===== src/rtl/memory_stage.sv =====
// Memory stage of the 5-stage RISC-V pipeline: req/ack data-memory access with
// stall, store lane alignment, load extension and the MEM/WB pipeline register.
module memory_stage (
  input  logic        clk,
  input  logic        rst_n,
  input  logic        regwriteM,
  input  logic        memrwM,
  input  logic [1:0]  wbselM,
  input  logic [2:0]  funct3M,
  input  logic [4:0]  rdM,
  input  logic [31:0] ALUresM,
  input  logic [31:0] data_writeM,
  input  logic [31:0] pc4M,
  output logic        dmem_req,
  output logic        dmem_we,
  output logic [31:0] dmem_addr,
  output logic [3:0]  dmem_be,
  output logic [31:0] dmem_wdata,
  input  logic        dmem_ack,
  input  logic [31:0] dmem_rdata,
  output logic        stallM,
  output logic        misalignedM,
  output logic        regwriteW,
  output logic [1:0]  wbselW,
  output logic [4:0]  rdW,
  output logic [31:0] ALUresW,
  output logic [31:0] readdataW,
  output logic [31:0] pc4W
);

  typedef enum logic {IDLE, WAIT} stateT;

  stateT       state, stateNext;
  logic        isLoad, isStore, isAccess, badAlign, validAccess;
  logic [1:0]  off;
  logic [3:0]  beLane;
  logic [7:0]  byteSel;
  logic [15:0] halfSel;
  logic [31:0] loadData;

  assign off         = ALUresM[1:0];
  assign isLoad      = (wbselM == 2'b00) && regwriteM;
  assign isStore     = memrwM;
  assign isAccess    = isLoad || isStore;
  assign badAlign    = ((funct3M[1:0] == 2'b01) && off[0]) ||
                       ((funct3M[1:0] == 2'b10) && (off != 2'b00));
  assign validAccess = isAccess && !badAlign;

  // Gated by rst_n so request, stall and fault flags drop the moment reset asserts.
  assign misalignedM = rst_n && isAccess && badAlign;

  always_comb begin
    stateNext = state;
    dmem_req  = 1'b0;
    stallM    = 1'b0;
    case (state)
      IDLE: begin
        if (validAccess) begin
          dmem_req = 1'b1;
          if (!dmem_ack) begin
            stallM    = 1'b1;
            stateNext = WAIT;
          end
        end
      end
      WAIT: begin
        dmem_req = 1'b1;
        stallM   = !dmem_ack;
        if (dmem_ack) stateNext = IDLE;
      end
      default: stateNext = IDLE;
    endcase
    if (!rst_n) begin
      dmem_req = 1'b0;
      stallM   = 1'b0;
    end
  end

  always_ff @(posedge clk or negedge rst_n) begin
    if (!rst_n) state <= IDLE;
    else        state <= stateNext;
  end

  always_comb begin
    beLane     = 4'b1111;
    dmem_wdata = data_writeM;
    case (funct3M[1:0])
      2'b00: begin
        beLane     = 4'b0001 << off;
        dmem_wdata = {4{data_writeM[7:0]}};
      end
      2'b01: begin
        beLane     = 4'b0011 << off;
        dmem_wdata = {2{data_writeM[15:0]}};
      end
      default: ;
    endcase
  end

  assign dmem_we   = dmem_req && isStore;
  assign dmem_be   = dmem_we ? beLane : 4'b0000;
  assign dmem_addr = {ALUresM[31:2], 2'b00};

  assign byteSel = dmem_rdata[{off, 3'b000} +: 8];
  assign halfSel = off[1] ? dmem_rdata[31:16] : dmem_rdata[15:0];

  always_comb begin
    case (funct3M)
      3'b000:  loadData = {{24{byteSel[7]}}, byteSel};
      3'b100:  loadData = {24'd0, byteSel};
      3'b001:  loadData = {{16{halfSel[15]}}, halfSel};
      3'b101:  loadData = {16'd0, halfSel};
      default: loadData = dmem_rdata;
    endcase
  end

  // A stalled cycle pushes a bubble into W; the held M instruction retires later.
  always_ff @(posedge clk or negedge rst_n) begin
    if (!rst_n) begin
      regwriteW <= 1'b0;
      wbselW    <= 2'b00;
      rdW       <= 5'd0;
      ALUresW   <= 32'd0;
      readdataW <= 32'd0;
      pc4W      <= 32'd0;
    end else if (stallM) begin
      regwriteW <= 1'b0;
      wbselW    <= 2'b00;
      rdW       <= 5'd0;
      ALUresW   <= 32'd0;
      readdataW <= 32'd0;
      pc4W      <= 32'd0;
    end else begin
      regwriteW <= regwriteM && !misalignedM;
      wbselW    <= wbselM;
      rdW       <= rdM;
      ALUresW   <= ALUresM;
      readdataW <= (isLoad && !badAlign) ? loadData : 32'd0;
      pc4W      <= pc4M;
    end
  end

endmodule

===== config.mk =====
export PLATFORM = sky130hd
export DESIGN_NAME = memory_stage
export DESIGN_NICKNAME = d
export VERILOG_FILES = /design/src/rtl/memory_stage.sv
export SDC_FILE = /design/constraint.sdc
export NUM_CORES = 1
export LEC_CHECK = 0
export ABC_AREA = 1
export BUFFER_PORTS_ARGS = -buffer_cell sky130_fd_sc_hd__buf_4
export CAP_MARGIN = 20
export CORE_AREA = 2 2 125 127
export CTS_CLUSTER_DIAMETER = 120
export DETAILED_ROUTE_END_ITERATION = 12
export DIE_AREA = 0 0 127 129
export PLACE_DENSITY_LB_ADDON = 0.15
export SETUP_SLACK_MARGIN = 0.4
export SLEW_MARGIN = 30
export SYNTH_ARGS = -nofsm -noshare
export SYNTH_HDL_FRONTEND = slang
export SYNTH_SLANG_ARGS = --single-unit

===== constraint.sdc =====
create_clock -name clk -period 3.92 [get_ports clk]
set_clock_uncertainty 0.15 [all_clocks]
set_input_delay 0.392 -clock clk [delete_from_list [all_inputs] [get_ports clk]]
set_output_delay 0.392 -clock clk [all_outputs]
set_load 0.005 [all_outputs]

## After elaboration in Yosys (flattened, before gate mapping)

Cells that the tools add are included.

| word-level totals | value |
|---|---|
| output and inout port bits | 176 |
| logic and storage cells | 54 |
| flip-flop bits (word level) | 105 |
| bits of input ports | 143 |

| cells by class | value |
|---|---|
| eq/ne operators | 5 |
| shift-type cells | 3 |
| muxes and demuxes | 20 |
| bitwise gates (word level) | 1 |
| reduce and logical (&&, ||, !) cells | 18 |

Operators by type and width:

| operator | count |
|---|---|
| $mux W32 | 4 |
| $pmux W32 S4 | 1 |
| $pmux W32 S2 | 1 |
| $shiftx A32 B6 Y8 | 1 |
| $mux W16 | 1 |
| $logic_and A1 B1 Y1 | 9 |
| $pmux W4 S2 | 1 |
| $eq A3 B3 Y1 const B | 2 |
| $mux W1 | 6 |
| $pmux W1 S2 | 3 |
| $mux W5 | 1 |
| $logic_not A2 Y1 | 2 |
| $mux W4 | 1 |
| $shl A1 B2 Y4 const A | 1 |
| $shl A2 B2 Y4 const A | 1 |
| $eq A3 B1 Y1 const B | 1 |
| $logic_not A1 Y1 | 3 |
| $logic_not A3 Y1 | 1 |
| $eq A2 B1 Y1 const B | 1 |
| $eq A2 B2 Y1 const B | 1 |
| $logic_or A1 B1 Y1 | 2 |
| $mux W2 | 1 |
| $reduce_bool A2 Y1 | 1 |
| $not A1 Y1 | 1 |

## Logic depth before layout (Yosys ltp)

Gate-level depths: netlist of run 1.

| depth | value |
|---|---|
| depth in word-level cells | 10 |
| gate-level depth with buffers | 10 |
| mapped depth without buffers | 10 |

## Least setup slack after synthesis of run 1

OpenSTA, ideal clock, no wires.

| timing path | value |
|---|---|
| path kind | input -> output |
| start point | in ALUresM[1] |
| end point | out stallM |
| required time | 3.378 ns |
| slack | 2.066 ns |
| arrival time | 1.312 ns |
| stages on the path | 9 |
| buffers on the path | 2 |
| path through | buf_4 -> inv_2 -> nand2_1 -> nand2_2 -> nand3_2 -> nand2_2 -> nand2_2 -> nor2_4 -> buf_6 |

| on the way | value |
|---|---|
| longest elaborated chain between the ends | 8 |

Ends and longest elaborated chain:

| element | line | RTL |
|---|---|---|
| start: declaration | 11 | `input logic [31:0] ALUresM,` |
| $reduce_bool A2 Y1 | 46 | `((funct3M[1:0] == 2'b10) && (off != 2'b00));` |
| $logic_and A1 B1 Y1 | 46 |  |
| $logic_or A1 B1 Y1 | 45 | `assign badAlign = ((funct3M[1:0] == 2'b01) && off[0]) \|\|` |
| $logic_not A1 Y1 | 47 | `assign validAccess = isAccess && !badAlign;` |
| $logic_and A1 B1 Y1 | 47 |  |
| $mux W1 | 58 | `if (validAccess) begin` |
| $pmux W1 S2 | 56 | `case (state)` |
| $mux W1 | 73 | `if (!rst_n) begin` |
| end: declaration | 21 | `output logic stallM,` |

No other way between the ends.

## Worst setup path after layout of run 1

| timing path | value |
|---|---|
| start point | in rst_n |
| end point | out stallM |

| on the way | value |
|---|---|
| longest elaborated chain between the ends | 1 |

Ends and longest elaborated chain:

| element | line | RTL |
|---|---|---|
| start: declaration | 5 | `input logic rst_n,` |
| $mux W1 | 73 |  |

No other way between the ends.

==> impl_metrics.tcl, run 1 <==
set metrics [dict create \
    status "completed" \
    rows 45 \
    seq_area_frac_synth_pct 51.8 \
    grt_pass1_vias 4665 \
    maxSlewHeadroom_pct 55.0 \
    cts_made_buffers 9 \
    holdWs_ns 0.0800 \
    cap_violations 0 \
    vias 4875 \
    hold_path.class "in -> reg" \
    highest_layer "met4" \
    synth_area_leader_cell "dfrtp_1" \
    drv_slew 0 \
    dieWidth_um 127 \
    final_common_cell "buf_4" \
    die_height_um 129 \
    dr.pass1.iters 4 \
    final_cell_mix "319 x buf_4, 227 x nand2_1, 114 x inv_1, 105 x dfrtp_1, 91 x nor2_1" \
    clk_pin_slew_ns 0.08 \
    rsz0062_at_grt "no" \
    grt_usage_pct 19.2 \
    timing.fmax_mhz 384 \
    synth.top_cell.area_share_pct 51.8 \
    drt-initial-drc-count 229 \
    wl_met1_mm 6.00 \
    num_antenna_cells 0 \
    critical_path_required_ns 3.38 \
    tightest_slew_ns 0.675 \
    viasPerCell 4.33 \
    end_kind "output port" \
    crit_fanout 34 \
    clk_path_buf_depth 2 \
    crit_arrival_ns 2.06 \
    h-tree-depth 3 \
    layout_setup_ws_ns 1.32 \
    drc 0 \
    grt_max_degree 77 \
    place_congestion 0.801 \
    cts_root_buffer "clkbuf_16" \
    synth-seq-cells 105 \
    synth_warnings 0 \
    yosys-top-cells-area "dfrtp_1 52%, nand2_1 17%, inv_1 8.4%" \
    critical_path_class "in -> out" \
    wl_met2_mm 8.58 \
    wl_mm 16.2 \
    hold_viol 0 \
    grt_pass1_wl_mm 24.4 \
    min_period_over_period_pct 66.4 \
    fin_crit_ns 2.60 \
    fin_tns_setup_ns 0 \
    initial_core_util_pct 33.9 \
    dp_hpwl_mm 12.6 \
    cellPowerDensity_nw_per_um2 349 \
    io_pins 319 \
    p_leak_nw 4.68 \
    insertion_delay_ns 0.34 \
    critPathLaunchType "input pin" \
    drive_gt1_share_pct 37.8 \
    wl_met3_mm 1.30 \
    synth.distinct_cells 21 \
    grt_overflow 0 \
    cts.sinks 105 \
    vdd_ir_drop_max_mv 0.194 \
    netlist_area_um2 5070 \
    pre_cts_slack_ns 1.35 \
    antenna_found_initial 0 \
    syn_area_per_cell_um2 7.64 \
    wl_per_cell_um 14.4 \
    syn_inst 664 \
    dieArea_um2 16400 \
    syn2layout_area_growth_pct 49.7 \
    nNetsFinal 1075 \
    portBuffers 316 \
    setup_viol 0 \
    cts_tree "done" \
    ant_nets 0 \
    core_area_um2 15000 \
]
-- layer usage --
metal	global-route usage [%]	vias to the layer above
met5	0	-
met3	4.86	21
met4	6.53	0
met2	35.2	216
met1	22.0	2228
li1	-	2410
-- worst max-delay path, cell delays in order --
cell,delay [ns]
dlygate4sd3_1,0.53
buf_4,0.42
nand2_2,0.15
nor2_4,0.11
buf_4,0.28
buf_4,0.17
-- per-stage QoR --
step	instance area, um2	std cells	total power, mW	utilization (%)
final	7590	1125	2.65	50.7
after global placement	7260	1108	1.72	48.5
after global routing	7590	1125	2.80	50.7
after CTS	7590	1125	2.69	50.7
after floorplan	5070	665	1.40	-
after detailed placement	7260	1108	1.72	48.5
-- cells in the mapped netlist, drive strengths merged --
library cell,number
conb,1
a21oi,17
a31oi,2
o21ai,14
clkbuf,8
nor2,95
nand2,233
buf,57
dfrtp,105
o211ai,4
inv,118
nand3,10
-- registers in the layout, indices dropped and copies added, names as in the netlist --
register,count
wbselW,2
ALUresW,32
readdataW,32
rdW,5
pc4W,32
regwriteW,1
state,1
-- area by class of cell --
class	instances	area, um2
multi-input cells	377	1550
clock buffers	9	225
flip-flops and latches	105	2630
clock inverters	7	92.6
inverters	118	443
repair buffers	321	2420
fillers	1524	7380
well taps	188	235
-- cell families (layout without fill, tap and decap cells) --
group	after synthesis	count (layout)	synth area share [%]
and+or+nand+nor	338	338	26.4
buffers and inverters	183	455	17.8
DFF	105	105	51.8
AOI/OAI and AO/OA	37	37	3.97
other	1	2	0.0739
-- power breakdown --
| group | leakage, nW | internal [mW] | switching, mW |
|---|---|---|---|
| Sequential | 1.32 | 1.14 | 0.0176 |
| Combinational | 3.20 | 0.276 | 0.254 |
| Clock | 0.156 | 0.514 | 0.445 |
| Total | 4.68 | 1.93 | 0.717 |
-- path summary, 6_finish.rpt --
path	startpoint	end	slack (ns)	depth (start not counted)
min in group asynchronous	rst_n	readdataW[23]	0.41	2
min reg2reg	state	state	0.39	2
max	rst_n	stallM	1.32	6
min	pc4M[11]	pc4W[11]	0.08	3
max in group asynchronous	rst_n	pc4W[23]	2.19	3
max reg2reg	state	regwriteW	2.13	6
-- repair_timing --
| action | in CTS | in global routing |
|---|---|---|
| hold buffers | 1 | 0 |
| buffers inserted | 0 | 0 |
| resized for setup | 0 | 0 |
| hold endpoints to repair | 29 | 0 |
Note: power is estimated with default switching activity, not from simulation.
==> run 2, diff against run 1 <==
--- a/config.mk
+++ b/config.mk
@@ -5,13 +5,13 @@
 export SDC_FILE = /design/constraint.sdc
 export NUM_CORES = 1
 export LEC_CHECK = 0
-export ABC_AREA = 1
+export ABC_AREA = 0
 export BUFFER_PORTS_ARGS = -buffer_cell sky130_fd_sc_hd__buf_4
 export CAP_MARGIN = 20
-export CORE_AREA = 2 2 125 127
+export CORE_AREA = 2 2 123 125
 export CTS_CLUSTER_DIAMETER = 120
 export DETAILED_ROUTE_END_ITERATION = 12
-export DIE_AREA = 0 0 127 129
+export DIE_AREA = 0 0 125 127
 export PLACE_DENSITY_LB_ADDON = 0.15
 export SETUP_SLACK_MARGIN = 0.4
 export SLEW_MARGIN = 30
==> constraint.sdc (replaced) <==
create_clock -name clk -period 2.48 [get_ports clk]
set_clock_uncertainty 0.15 [all_clocks]
set_input_delay 0.248 -clock clk [delete_from_list [all_inputs] [get_ports clk]]
set_output_delay 0.248 -clock clk [all_outputs]
set_load 0.005 [all_outputs]
==> impl_metrics.tcl, run 2 <==
set metrics [dict create \
    status "finished, violations left" \
    violations "hold timing" \
    final_area_um2 8040 \
    synth_edf_count 0 \
    synth_warnings 0 \
    grt_usage_pct 19.1 \
    antenna_found_initial 0 \
    p_sw_share_pct 24.2 \
    synth_area_leader_cell "dfrtp_1" \
    power_switching_mw 1.01 \
    clock_power_share_pct 33.3 \
    grt_pass1_vias 4413 \
    synth.top_cell.area_share_pct 55.2 \
    cp_slowest_cell "buf_12" \
    dr.pass1.iters 4 \
    vdd_ir_drop_max_mv 0.300 \
    cts_tree "done" \
    hold_viol 57 \
    dieWidth_um 125 \
    portBuffers 316 \
    io_pins 319 \
    dp_hpwl_mm 11.8 \
    seq_area_frac_synth_pct 55.2 \
    dp_cells 880 \
    insertion_delay_ns 0.34 \
    layout_setup_ws_ns 0.624 \
    critPathBufInv 3 \
    ant_nets 0 \
    timing.fmax_mhz 539 \
    slowest_delay_ns 0.28 \
    rows 44 \
    critical_path_required_ns 2.08 \
    setup_viol 0 \
    place_area_um2 7030 \
    cap_violations 0 \
    end_kind "output port" \
    nNetsFinal 922 \
    async_flop_share_pct 100 \
    syn_area_per_cell_um2 10.9 \
    grt_max_degree 73 \
    yosys-top-cells-area "dfrtp_1 55%, nor2b_1 9.7%, buf_4 6.3%" \
    die_height_um 127 \
    ys.flop_type "dfrtp_1" \
    reg2reg_slack_ns 1.09 \
    netlist_area_um2 4760 \
    drv_slew 0 \
    h-tree-depth 3 \
    clk_pin_slew_ns 0.07 \
    grt_overflow 0 \
    path_common_cell "buf_4" \
    crit_fanout 72 \
    dieArea_um2 15900 \
    synth_most_common_cell "dfrtp_1" \
    critPathLaunchType "input pin" \
    holdWs_ns -0.0605 \
    path_cells "buf_4 -> xor2_1 -> a22o_1 -> o21ai_4 -> buf_12 -> buf_4" \
    place_congestion 0.792 \
    finish.utilization_pct 55.7 \
    drc 0 \
    vias 4342 \
    core_area_um2 14400 \
    wl_mm 15.9 \
    netlist_top_cells_count "105 x dfrtp_1, 74 x nor2b_1, 40 x buf_4" \
    synth-seq-cells 105 \
    p_int_mw 3.15 \
    wl_per_cell_um 16.4 \
    tightest_slew_ns 0.716 \
    fin_crit_ns 1.86 \
    drive_gt1_share_pct 46.4 \
    cts_root_buffer "clkbuf_16" \
    clk_path_buf_depth 2 \
    syn2layout_area_growth_pct 68.9 \
    multi_input_area_um2 1650 \
    critical_path_class "in -> out" \
    final_cell_mix "325 x buf_4, 105 x dfrtp_1, 74 x nor2b_1, 72 x dlygate4sd3_1, 26 x a21oi_1" \
    drt-initial-drc-count 171 \
    hold_path.class "in -> async" \
    synth.distinct_cells 41 \
    crit_family "buffers and inverters" \
    reg_top3 "ALUresW x32, pc4W x32, readdataW x32" \
    fillers 1272 \
    final_common_cell "buf_4" \
    maxSlewHeadroom_pct 52.3 \
    pwr-share-comb_pct 22.3 \
    viasPerCell 4.49 \
    syn_inst 436 \
    p_leak_nw 4.18 \
    cts.sinks 105 \
    fin_tns_setup_ns 0 \
    total_power_mw 4.16 \
    cellPowerDensity_nw_per_um2 517 \
    p_seq_share_pct 44.4 \
    grt_pass1_wl_mm 23.9 \
    layout.cells.non_filler 968 \
    min_period_over_period_pct 74.8 \
    rsz0062_at_grt "no" \
    cts_made_buffers 9 \
    crit_arrival_ns 1.46 \
    ff_latch_area_um2 2630 \
    initial_core_util_pct 33.0 \
    pre_cts_slack_ns 0.440 \
    cts_setup_buffers 0 \
]
==> run 2: final timing paths <==
kind	start	to	cells after the start
min	rst_n	readdataW[13]	2
max reg2reg	state	ALUresW[8]	4
min reg2reg	state	state	2
max	funct3M[0]	stallM	6
min in group clk	ALUresM[24]	ALUresW[24]	2
max in group asynchronous	rst_n	ALUresW[11]	3
==> run 2: cell type report <==
class / count / share of cell area, %
timing repair buffer: 398 / 39.6
clock buffer: 11 / 2.89
sequential: 105 / 32.7
multi-input combinational: 247 / 20.5
clock inverter: 4 / 0.654
tap: 184 / 2.86
inverter: 18 / 0.840
antenna: 1 / 0.0311
==> run 2: logic make-up after synthesis <==
| family | Yosys count | share of synthesized area (%) |
|---|---|---|
| AND/OR/NAND/NOR | 145 | 17.6 |
| flip-flops | 105 | 55.2 |
| buffers and inverters | 85 | 10.6 |
| AO/OA/AOI/OAI | 65 | 8.54 |
| multiplexers | 34 | 7.86 |
| XOR/XNOR | 1 | 0.184 |
| other | 1 | 0.0788 |
==> run 2: per-layer routing <==
metal  part of all wire, %  track usage [%]  up-vias  routed length, um
met5                     0                0        -                  0
li1                      -                -     2058                  -
met3                   8.2             5.95       21               1300
met1                    37             21.3     2044               5930
met2                    52             34.7      219               8260
met4                   2.4             6.41        0                387
==> run 2: power groups by stage <==
| stage | combinational, mW | clock (mW) | sequential (mW) |
|---|---|---|---|
| global route | 1.00 | 1.48 | 1.86 |
| detailed placement | 0.838 | 0 | 1.88 |
| CTS | 0.930 | 1.42 | 1.85 |
| global placement | 0.831 | 0 | 1.88 |
| floorplan | 0.302 | 0 | 1.89 |
| finish | 0.926 | 1.39 | 1.85 |
==> run 2: timing repair <==
action,4_1_cts,5_1_grt
hold buffers,69,3
setup endpoints to repair,0,1
endpoints found under the hold margin,174,51
resized for setup,0,1
==> run 3, diff against run 2 <==
--- a/config.mk
+++ b/config.mk
@@ -8,10 +8,10 @@
 export ABC_AREA = 0
 export BUFFER_PORTS_ARGS = -buffer_cell sky130_fd_sc_hd__buf_4
 export CAP_MARGIN = 20
-export CORE_AREA = 2 2 123 125
+export CORE_AREA = 2 2 122 124
 export CTS_CLUSTER_DIAMETER = 120
 export DETAILED_ROUTE_END_ITERATION = 12
-export DIE_AREA = 0 0 125 127
+export DIE_AREA = 0 0 124 126
 export PLACE_DENSITY_LB_ADDON = 0.15
 export SETUP_SLACK_MARGIN = 0.4
 export SLEW_MARGIN = 30
==> constraint.sdc (replaced) <==
create_clock -name clk -period 1.7 [get_ports clk]
set_clock_uncertainty 0.15 [all_clocks]
set_input_delay 0.17 -clock clk [delete_from_list [all_inputs] [get_ports clk]]
set_output_delay 0.17 -clock clk [all_outputs]
set_load 0.005 [all_outputs]
==> impl_metrics.tcl, run 3 (same netlist as run 2, synthesis figures left out) <==
set metrics [dict create \
    end_kind "output port" \
    final_common_cell "buf_4" \
    slowest_delay_ns 0.40 \
    holdWs_ns -0.322 \
    wl_mm 16.8 \
    grt_pass1_vias 4651 \
    antenna_found_initial 0 \
    vias 4648 \
    cts.sinks 105 \
    viasPerCell 4.53 \
    critical_path_class "reg -> out" \
    final_cell_mix "327 x buf_4, 105 x dfrtp_1, 75 x dlygate4sd3_1, 65 x nor2b_1, 26 x dlymetal6s4s_1" \
    wl_per_cell_um 16.3 \
    reg2reg_slack_ns 0.19 \
    min_period_over_period_pct 95.5 \
    crit_arrival_ns 1.30 \
    critPathLaunchType "register" \
    hold_buffers 101 \
    place_congestion 0.795 \
    vdd_ir_drop_max_mv 0.396 \
    highest_layer "met4" \
    num_antenna_cells 0 \
    drc 0 \
    violations "hold timing" \
    syn2layout_area_growth_pct 90.5 \
    crit_fanout 5 \
    p_leak_nw 4.79 \
    io_pins 319 \
    wl_met3_mm 1.37 \
    reg_top3 "ALUresW x32, pc4W x32, readdataW x32" \
    cts_root_buffer "clkbuf_16" \
    maxSlewHeadroom_pct 57.5 \
    rsz0062_at_grt "yes" \
    layout_setup_ws_ns 0.0765 \
    critPathBufInv 1 \
    timing.fmax_mhz 616 \
    ant_nets 0 \
    insertion_delay_ns 0.34 \
    finish.utilization_pct 63.3 \
    dr.pass1.iters 4 \
    tightest_slew_ns 0.637 \
    cap_violations 0 \
    cts_made_buffers 9 \
    path_cells "o211a_4 -> a21boi_2 -> buf_4" \
    h-tree-depth 3 \
    drt-initial-drc-count 131 \
    die_height_um 126 \
    grt_overflow 0 \
    portBuffers 316 \
    cellPowerDensity_nw_per_um2 714 \
    ff_latch_area_um2 2630 \
    wl_met1_mm 5.82 \
    clk_path_buf_depth 2 \
    cp_slowest_cell "dfrtp_1" \
    cts_tree "done" \
    grt_pass1_wl_mm 24.4 \
    status "finished, violations left" \
    clk_pin_slew_ns 0.07 \
    fin_crit_ns 1.62 \
    total_power_mw 6.47 \
    critical_path_required_ns 1.38 \
    hold_path.class "in -> async" \
    core_area_um2 14300 \
    pre_cts_slack_ns -0.149 \
    crit_family "compound AO/OA/AOI/OAI gates" \
    drv_slew 0 \
    wl_met2_mm 9.14 \
    dp_hpwl_mm 11.5 \
    nNetsFinal 980 \
    setup_viol 0 \
    dieArea_um2 15600 \
    grt_usage_pct 20.3 \
    fillers 1123 \
    initial_core_util_pct 33.3 \
    dieWidth_um 124 \
    grt_max_degree 72 \
    multi_input_area_um2 1890 \
    place_area_um2 7200 \
    drive_gt1_share_pct 50.8 \
    hold_viol 105 \
    rows 44 \
    final_area_um2 9070 \
]
run 3: changes by cell type in the layout (fill, tap and decap cells not counted), sizes merged:
| cell | change |
|---|---|
| buf | +27 |
| bufbuf | +2 |
| clkbuf | -1 |
| clkinv | +1 |
| diode | -1 |
| dlygate4sd3 | +3 |
| dlymetal6s4s | +26 |
| inv | +1 |
run 3: report_power, final:
group | internal [mW] | switching, mW | leakage, nW
clock network | 1.20 | 0.950 | 0.155
logic | 1.00 | 0.623 | 3.32
registers | 2.65 | 0.0463 | 1.32
total | 4.85 | 1.62 | 4.79
run 3: cell type report:
class                      instances  share of cell area [%]
tap                              184                    2.54
clock inverter                     6                   0.800
multi-input combinational        247                    20.8
timing repair buffer             456                    43.5
inverter                          18                   0.745
sequential                       105                    29.0
clock buffer                      10                    2.64
run 3: worst register-to-register path, stage by stage, from the launching register on:
cell	delay (ns)
dfrtp_1	0.40
nand2_1	0.11
o21ai_4	0.08
buf_4	0.15
bufbuf_16	0.28
buf_4	0.15
nor2b_1	0.12
run 3: worst paths after layout:
path	depth (start not counted)	start	endpoint
min in group clk	2	ALUresM[0]	ALUresW[0]
max	3	state	dmem_be[2]
min reg2reg	4	state	state
max reg2reg	6	state	pc4W[3]
max in group asynchronous	2	rst_n	ALUresW[12]
min	2	rst_n	readdataW[15]
run 3: through the flow:
stage	instances	setup TNS, ns
finish	1026	0
floorplan	437	0
global route	1026	0
global placement	897	-3.49
detailed placement	897	-6.71
CTS	1020	0
run 3: metal layers:
layer	up-vias	global-route usage, %
met4	0	7.47
li1	2179	-
met2	225	39.2
met3	33	3.85
met5	-	0
met1	2211	21.4
run 3: repair_timing:
action,in CTS,in global routing
gates cloned,2,0
setup buffers,4,6
pin swaps,7,13
resized for setup,26,75
endpoints found under the setup margin,120,119
endpoints found under the hold margin,206,105
